--- config.mk ---
export PLATFORM = sky130hd
export DESIGN_NAME = spi_master_seq
export DESIGN_NICKNAME = d
export VERILOG_FILES = /design/src/rtl/spi_pkg.sv /design/src/rtl/spi_fifo.sv /design/src/rtl/spi_master_seq.sv
export SDC_FILE = /design/constraint.sdc
export NUM_CORES = 1
export LEC_CHECK = 0
export CORE_MARGIN = 2
export CORE_UTILIZATION = 55
export CTS_BUF_LIST = sky130_fd_sc_hd__clkbuf_2
export CTS_CLUSTER_SIZE = 10
export DETAILED_ROUTE_END_ITERATION = 8
export PLACE_DENSITY = 0.9
export SLEW_MARGIN = 5
export SYNTH_ARGS = -nofsm -noshare
export SYNTH_HDL_FRONTEND = slang
export SYNTH_HIERARCHICAL = 1
export SYNTH_SLANG_ARGS = --single-unit
--- constraint.sdc ---
create_clock -name clk_m -period 3.16 [get_ports clk_m]
set_input_delay 0.948 -clock clk_m [delete_from_list [all_inputs] [get_ports clk_m]]
set_output_delay 0.948 -clock clk_m [all_outputs]
set_load 0.01 [all_outputs]
--- src/rtl/spi_pkg.sv ---
// Definitions shared by the SPI master, slave and sequencer: the default
// word width and the sequencer FSM state encoding.
package spi_pkg;

    localparam int unsigned SPI_DATA_WIDTH = 8;

    typedef enum logic [1:0] {
        ST_IDLE   = 2'd0,
        ST_LAUNCH = 2'd1,
        ST_WAIT   = 2'd2,
        ST_STORE  = 2'd3
    } spi_state_e;

endpackage

--- src/rtl/spi_fifo.sv ---
// Synchronous first-word fall-through FIFO. Pushes into a full FIFO and pops
// from an empty one are ignored; a push and pop in the same cycle both apply.
module spi_fifo #(
    parameter int unsigned DATA_WIDTH = 8,
    parameter int unsigned FIFO_DEPTH = 4
) (
    input  logic                  clk,
    input  logic                  rst_n,
    input  logic                  wr_en_i,
    input  logic [DATA_WIDTH-1:0] wr_data_i,
    output logic                  full_o,
    input  logic                  rd_en_i,
    output logic [DATA_WIDTH-1:0] rd_data_o,
    output logic                  empty_o
);

    localparam int unsigned AW = $clog2(FIFO_DEPTH);

    logic [DATA_WIDTH-1:0] mem_q [FIFO_DEPTH];
    logic [AW-1:0]         wr_ptr_q;
    logic [AW-1:0]         rd_ptr_q;
    logic [AW:0]           count_q;
    logic                  push;
    logic                  pop;

    assign full_o    = (count_q == (AW+1)'(FIFO_DEPTH));
    assign empty_o   = (count_q == '0);
    assign push      = wr_en_i && !full_o;
    assign pop       = rd_en_i && !empty_o;
    assign rd_data_o = mem_q[rd_ptr_q];

    // NOTE: sequential state uses <= so every register samples pre-edge values.
    always_ff @(posedge clk or negedge rst_n) begin
        if (!rst_n) begin
            wr_ptr_q <= '0;
            rd_ptr_q <= '0;
            count_q  <= '0;
        end else begin
            if (push) wr_ptr_q <= wr_ptr_q + 1'b1;
            if (pop)  rd_ptr_q <= rd_ptr_q + 1'b1;
            unique case ({push, pop})
                2'b10:   count_q <= count_q + 1'b1;
                2'b01:   count_q <= count_q - 1'b1;
                default: count_q <= count_q;
            endcase
        end
    end

    // NOTE: storage is not reset; the pointers and count alone define valid entries.
    always_ff @(posedge clk) begin
        if (push) mem_q[wr_ptr_q] <= wr_data_i;
    end

endmodule

--- src/rtl/spi_master_seq.sv ---
// Host-side sequencer for an SPI master: TX FIFO -> launch -> wait -> RX FIFO.
// Define SPI_SEQ_TIMEOUT_EN to enable the WAIT watchdog and the err flag.
module spi_master_seq
    import spi_pkg::*;
#(
    parameter int unsigned DATA_WIDTH     = SPI_DATA_WIDTH,
    parameter int unsigned FIFO_DEPTH     = 4,
    parameter int unsigned TIMEOUT_CYCLES = 64
) (
    input  logic                  clk_m,
    input  logic                  rst_n,
    input  logic                  wr_en,
    input  logic [DATA_WIDTH-1:0] wr_data,
    output logic                  full,
    input  logic                  rd_en,
    output logic [DATA_WIDTH-1:0] rd_data,
    output logic                  empty,
    output logic                  start,
    output logic [DATA_WIDTH-1:0] data_in_master,
    input  logic                  finish,
    input  logic [DATA_WIDTH-1:0] data_out_master,
    output logic                  busy,
    output logic                  ovf,
    output logic                  err
);

    spi_state_e            state_q, state_d;
    logic [DATA_WIDTH-1:0] din_q, din_d;
    logic [DATA_WIDTH-1:0] cap_q, cap_d;
    logic                  ovf_q;
    logic                  tx_empty;
    logic                  tx_pop;
    logic [DATA_WIDTH-1:0] tx_head;
    logic                  rx_full;
    logic                  rx_push;
    logic                  to_hit;

    spi_fifo #(
        .DATA_WIDTH (DATA_WIDTH),
        .FIFO_DEPTH (FIFO_DEPTH)
    ) u_tx_fifo (
        .clk       (clk_m),
        .rst_n     (rst_n),
        .wr_en_i   (wr_en),
        .wr_data_i (wr_data),
        .full_o    (full),
        .rd_en_i   (tx_pop),
        .rd_data_o (tx_head),
        .empty_o   (tx_empty)
    );

    spi_fifo #(
        .DATA_WIDTH (DATA_WIDTH),
        .FIFO_DEPTH (FIFO_DEPTH)
    ) u_rx_fifo (
        .clk       (clk_m),
        .rst_n     (rst_n),
        .wr_en_i   (rx_push),
        .wr_data_i (cap_q),
        .full_o    (rx_full),
        .rd_en_i   (rd_en),
        .rd_data_o (rd_data),
        .empty_o   (empty)
    );

`ifdef SPI_SEQ_TIMEOUT_EN
    localparam int unsigned TW = $clog2(TIMEOUT_CYCLES + 1);

    logic [TW-1:0] to_cnt_q;
    logic          err_q;

    // A finish in the limit cycle takes priority over the abort.
    assign to_hit = (state_q == ST_WAIT) && !finish &&
                    (to_cnt_q == TW'(TIMEOUT_CYCLES - 1));

    always_ff @(posedge clk_m or negedge rst_n) begin
        if (!rst_n) begin
            to_cnt_q <= '0;
            err_q    <= 1'b0;
        end else begin
            if (state_q == ST_WAIT && state_d == ST_WAIT) to_cnt_q <= to_cnt_q + 1'b1;
            else                                          to_cnt_q <= '0;
            if (to_hit) err_q <= 1'b1;
        end
    end

    assign err = err_q;
`else
    logic unused_timeout;

    assign to_hit         = 1'b0;
    assign err            = 1'b0;
    assign unused_timeout = (TIMEOUT_CYCLES == 0);
`endif

    // NOTE: every output of this block gets a default first so no latch is inferred.
    always_comb begin
        state_d = state_q;
        din_d   = din_q;
        cap_d   = cap_q;
        tx_pop  = 1'b0;
        rx_push = 1'b0;
        unique case (state_q)
            ST_IDLE: begin
                // Launch only when the reply is guaranteed a slot in the RX FIFO.
                if (!tx_empty && !rx_full) begin
                    tx_pop  = 1'b1;
                    din_d   = tx_head;
                    state_d = ST_LAUNCH;
                end
            end
            ST_LAUNCH: state_d = ST_WAIT;
            ST_WAIT: begin
                if (finish) begin
                    cap_d   = data_out_master;
                    state_d = ST_STORE;
                end else if (to_hit) begin
                    state_d = ST_IDLE;
                end
            end
            ST_STORE: begin
                rx_push = 1'b1;
                state_d = ST_IDLE;
            end
            default: state_d = ST_IDLE;
        endcase
    end

    always_ff @(posedge clk_m or negedge rst_n) begin
        if (!rst_n) begin
            state_q <= ST_IDLE;
            din_q   <= '0;
            cap_q   <= '0;
            ovf_q   <= 1'b0;
        end else begin
            state_q <= state_d;
            din_q   <= din_d;
            cap_q   <= cap_d;
            if (wr_en && full) ovf_q <= 1'b1;
        end
    end

    assign start          = (state_q == ST_LAUNCH);
    assign busy           = (state_q != ST_IDLE);
    assign data_in_master = din_q;
    assign ovf            = ovf_q;

endmodule

==> Yosys cells after proc, flatten, opt, wreduce, memory -nomap -nowiden <==
Memory sizes are Yosys's and may differ from the RTL's. A register that Yosys moved wholly into a read port is not among the register bits.
Cells that the tools add are included.
{ "word_totals": {"reg_bits": 25, "n_memories": 2, "ram_bits": 64, "out_inout_bits": 22, "word_cells": 62, "inputBits": 21} }
{ "mem_list": {"columns": ["memory", "words", "width", "read_ports", "rd_clocked_by_memory_dff", "wr", "line", "text"], "rows": [
  ["u_rx_fifo.mem_q", 4, 8, 1, 0, 1, "spi_fifo.sv:19", "logic [DATA_WIDTH-1:0] mem_q [FIFO_DEPTH];"],
  ["u_tx_fifo.mem_q", 4, 8, 1, 1, 1, "spi_fifo.sv:19", null]
]} }
{ "classes": {"n_reduce_logical": 20, "n_addsub": 8, "eq_ne": 11, "mux": 12} }
{ "ops": {"columns": ["cell", "n"], "rows": [
  ["case mux 3 bit (2 select lines)", 2],
  ["adder 2 x 1 -> 2 bit (second input constant)", 4],
  ["equality test 2 bit (second input constant)", 4],
  ["case mux 2 bit (4 select lines)", 1],
  ["2-to-1 mux 1 bit", 7],
  ["adder 3 x 1 -> 3 bit (second input constant)", 2],
  ["equality test 2 x 1 -> 1 bit (second input constant)", 3],
  ["equality test 3 bit (second input constant)", 2],
  ["logical AND 1 bit", 6],
  ["zero test 3 bit", 2],
  ["AND reduction 2 bit", 3],
  ["nonzero test 2 bit", 3],
  ["subtractor 3 x 1 -> 3 bit (second input constant)", 2],
  ["zero test 1 bit", 5],
  ["2-to-1 mux 2 bit", 2],
  ["inequality test 2 bit (second input constant)", 2],
  ["zero test 2 bit", 1]
]} }

==> Logic depth before layout (Yosys ltp) <==
{ "logic_depth": {"depth_word": 8, "mapped_depth": 11, "depth_no_buf": 11} }

==> By module <==
The synthesis kept the hierarchy.
{ "by_module_without_submodules": {"columns": ["mod", "seq_area_each_um2", "cells_per_inst", "area_each_um2", "instances"], "rows": [
  ["spi_fifo", 1136.1, 79, 1592.8, 2],
  ["spi_master_seq", 475.5, 53, 805.8, 1]
]} }

==> Worst setup path after synthesis <==
OpenSTA, ideal clock, no wires.
{ "synth_timing": {"path_kind": "reg2reg", "start": "register state_q[0]", "end": "register u_tx_fifo.count_q[2]", "required_time_ps": 3081, "stages_incl_launch_ff": 12, "n_path_buf": 0, "period_less_slack_ps": 2284, "arrival_ps": 2205, "setup_ps": 79, "setup_slack_ps": 876, "path_cell_list": "dfrtp_1 inv_1 ha_1 inv_2 nor3_4 o31a_2 ha_1 inv_1 fa_1 xor2_1 nor2_1 xor2_1"} }
{ "synth_between": {"elab_chain_len": 5, "word_cells_on_any_way": 7, "cone_classes": "eq/ne (2); mux (2); reduce/logical (3)"} }
{ "synth_lines": {"columns": ["item", "line", "text"], "rows": [
  ["from (decl)", "spi_master_seq.sv:27", "spi_state_e state_q, state_d;"],
  ["from (signal assigned)", "spi_master_seq.sv:136", "state_q <= state_d;"],
  ["zero test 2 bit *", "spi_master_seq.sv:103", "unique case (state_q)"],
  ["2-to-1 mux 1 bit *", "spi_master_seq.sv:103", null],
  ["net tx_pop", "spi_master_seq.sv:32", "logic tx_pop;"],
  ["logical AND 1 bit *", "spi_fifo.sv:29", "assign pop = rd_en_i && !empty_o;"],
  ["net u_tx_fifo.pop", "spi_fifo.sv:24", "logic pop;"],
  ["equality test 2 x 1 -> 1 bit / equality test 2 bit (equally long branches)", "spi_fifo.sv:41", "unique case ({push, pop})"],
  ["case mux 3 bit (2 select lines) / nonzero test 2 bit (equally long branches)", null, null],
  ["to (signal assigned)", "spi_fifo.sv:42", "2'b10: count_q <= count_q + 1'b1;"],
  ["to (signal assigned)", "spi_fifo.sv:43", "2'b01: count_q <= count_q - 1'b1;"],
  ["to (signal assigned)", "spi_fifo.sv:44", "default: count_q <= count_q;"],
  ["to (decl)", "spi_fifo.sv:22", "logic [AW:0] count_q;"]
]} }
Mark *: on every way through the listed nets, which the timed path passes. The rest lies on a longest branch.
A chain may end at the register's enable or synchronous reset.

==> Final worst setup path <==
{ "layout_timing": {"start": "register u_tx_fifo.count_q[0]", "end": "output port full"} }
{ "layout_between": {"elab_chain_len": 1} }
{ "layout_lines": {"columns": ["item", "line", "text"], "rows": [
  ["equality test 3 bit", "spi_fifo.sv:26", "assign full_o = (count_q == (AW+1)'(FIFO_DEPTH));"],
  ["to (decl)", "spi_master_seq.sv:14", "output logic full,"]
]} }
Every way passes these cells.

==> impl_metrics.tcl <==
set metrics [dict create \
    critPathKind "reg -> out" \
    netlist.area_leader.share_pct 48.2 \
    rsz0062_at_grt "false" \
    vias 1945 \
    min_from "ovf" \
    route.detailed.wl_per_inst_microns 17.2 \
    post-route-min-period_ps 2930 \
    slew_violations 0 \
    grt_max_degree 34 \
    synth_largest_area_cell "edfxtp_1" \
    routed_wl_microns 6320 \
    seqPwrFrac_pct 48.0 \
    htree_levels 3 \
    leakagePower_nw 1.83 \
    grt_pass1_wl_microns 10400 \
    regToRegSetupSlack_ps 750 \
    worst_pin_slew_ps 575 \
    root_buffer "clkbuf_2" \
    critPathRequiredTime_ps 2210 \
    tritoncts "yes" \
    grtUsageTotal_pct 18.6 \
    drive_gt1_share_pct 26.9 \
    fp.dieW_microns 89.2 \
    synthesis.nets 249 \
    start_util_pct 55.9 \
    hp-class "reg -> reg" \
    reg2reg_depth 12 \
    syn_avg_cell_area_sq_um 18.9 \
    clk_latency_ps 540 \
    p_int_mw 3.04 \
    max_slew_margin_pct 61.7 \
    synthFlopType "edfxtp_1" \
    hold_buffers 0 \
    ys_seq_area_share_pct 68.8 \
    yosysMostFrequentCell "edfxtp_1" \
    ant_nets 0 \
    crit_path_start_kind "register" \
    peakVddDrop_v 0.000575 \
    antenna_found_initial 0 \
    reg2reg_to "u_tx_fifo/count_q[2]" \
    post-dp-hpwl_microns 4300 \
    fin_skew_ps 12.4 \
    arrival_ps 1980 \
    yosys-top-cells-count "edfxtp_1, dfrtp_1, mux2_2" \
    core_area_sq_um 7140 \
    crit_fanout 5 \
    synth_cell_types 28 \
    status "completed" \
    grt_pass1_vias 2100 \
    num_rows 31 \
    setup-tns-final_ps 0 \
    grt_overflow 0 \
    power_density_nw_per_um2 947 \
    clk_pin_slew_ps 250 \
    ys.warnings.count 6 \
    timing.rr.start "state_q[0]" \
    diodes 0 \
    syn_inst 211 \
    cts_buffer_depth 2 \
    ios 43 \
    hold_end "ovf" \
    syn_area_sq_um 3990 \
    numPortBuffers 41 \
    synthToLayoutAreaGrowth_pct 17.9 \
    combPwrFrac_pct 36.7 \
    clock_sinks 97 \
    switchingPower_mw 1.42 \
    drt_iter0_markers 117 \
    post-route-period-util_pct 92.8 \
    firstDrtPassIters 4 \
    die_area_sq_um 7950 \
    synth-edff-count 64 \
    ys_seq_elements 97 \
    viasPerCell 5.30 \
    synthTopCellsByArea "edfxtp_1, dfrtp_1, mux4_2" \
    fin_nets 301 \
    hold_viol 0 \
    setup_viol 0 \
    endpoint_kind "output pin" \
    max_cap_viol_count 0 \
    clkPwrFrac_pct 15.3 \
    timing.hold.ws_ps 510 \
    synthArstFlopShare_pct 34.0 \
    route.detailed.drc 0 \
    numCtsBuffers 9 \
    whs_path_depth 1 \
    chipHeight_microns 89.2 \
    fmax_ghz 0.341 \
    gp_congestion 0.726 \
    sw_frac_of_total_pct 31.8 \
]
[cells by family after synthesis]
family	count (synthesis)	share of synthesized area (%)
compound gates	6	1.25
fa+ha+maj	17	5.71
other cells	1	0.0940
mux	37	15.1
flops	97	68.8
xor+xnor	12	2.63
simple gates	20	4.26
buf+inv	21	2.13
[sequential cells by signal, summed over array words and instances, names as in the netlist]
name and count:
ovf 1, u_rx_fifo/mem_q 32, u_tx_fifo/wr_ptr_q 2, u_rx_fifo/rd_ptr_q 2, data_in_master 8, u_tx_fifo/rd_ptr_q 2
state_q 2, u_tx_fifo/mem_q 32, cap_q 8, u_rx_fifo/wr_ptr_q 2, u_rx_fifo/count_q 3, u_tx_fifo/count_q 3
[metrics by stage]
| stage | area, sq um | power [mW] | std cells | utilization (%) | setup WS (ps) |
|---|---|---|---|---|---|
| after detailed placement | 4530 | 3.84 | 350 | 63.5 | 467 |
| final | 4710 | 4.46 | 367 | 66.0 | 228 |
| after CTS | 4680 | 4.53 | 366 | 65.6 | 54.9 |
| after global placement | 4530 | 3.74 | 350 | 63.5 | 518 |
| after floorplan | 3990 | 3.20 | 211 | - | 876 |
| after global routing | 4710 | 4.77 | 367 | 66.0 | 53.5 |
[cells in the final DEF (no fill, tap or decap)]
| cell type | n |
|---|---|
| xnor2_1 | 6 |
| ha_1 | 15 |
| o32a_1 | 1 |
| bufinv_16 | 2 |
| dfrtp_1 | 33 |
| buf_4 | 5 |
| mux2_4 | 2 |
| fa_1 | 2 |
| nor3_1 | 2 |
| mux2_2 | 17 |
| nand2_1 | 3 |
| a21o_1 | 1 |
| nor2_1 | 2 |
| clkbuf_2 | 9 |
| conb_1 | 1 |
| nor2b_4 | 2 |
| clkinvlp_4 | 2 |
| inv_8 | 1 |
| edfxtp_1 | 64 |
| and2_2 | 8 |
| o31a_2 | 2 |
| clkdlybuf4s50_1 | 33 |
| mux4_2 | 16 |
| mux2i_1 | 2 |
| nor3b_4 | 2 |
| clkinv_4 | 2 |
| a21oi_1 | 1 |
| o21a_1 | 1 |
| inv_2 | 1 |
| dlymetal6s2s_1 | 8 |
| xor2_1 | 6 |
| nor3_4 | 1 |
| inv_1 | 15 |
[layer usage]
layer / wire length (microns) / GRT usage (%) / share of wire [%]
met1: 2520 / 21.8 / 40
met2: 3450 / 31.8 / 55
met3: 269 / 6.93 / 4.3
met4: 85 / 6.24 / 1.3
met5: 0 / 0 / 0
[worst max-delay path: stages (launching register included)]
cell and delay (ps):
dfrtp_1 530, nor3b_4 320, clkdlybuf4s50_1 600
[how the worst max path moves through the flow]
| stage | start | endpoint | slack [ps] |
|---|---|---|---|
| floorplan | state_q[0] | u_tx_fifo/count_q[2] | 880 |
| global placement | wr_en | u_tx_fifo/count_q[2] | 520 |
| detailed placement | rd_en | u_rx_fifo/count_q[2] | 470 |
| CTS | u_rx_fifo/rd_ptr_q[0] | rd_data[1] | 50 |
| global route | u_tx_fifo/count_q[0] | full | 50 |
| finish | u_tx_fifo/count_q[0] | full | 230 |
[power by group through the flow]
stage               Clock (mW)  Combinational, mW  Sequential (mW)
global placement             0               1.59             2.14
detailed placement           0               1.67             2.17
CTS                      0.701               1.68             2.15
finish                   0.682               1.64             2.14
floorplan                    0               1.15             2.05
global route             0.761               1.81             2.20
[area by class of cell]
class | instances | area [sq um]
flip-flops and latches | 97 | 2750
well taps | 99 | 124
multi-input cells | 93 | 1160
clock buffers | 9 | 45.0
inverters | 16 | 60.1
repair buffers | 46 | 468
fillers | 525 | 2430
clock inverters | 7 | 104
[what timing repair did]
item,4_1_cts,5_1_grt
endpoints found under the setup margin,0,8
gates resized for setup,0,8
setup buffers,0,1
No activity file was read; power rests on OpenSTA's default activity.
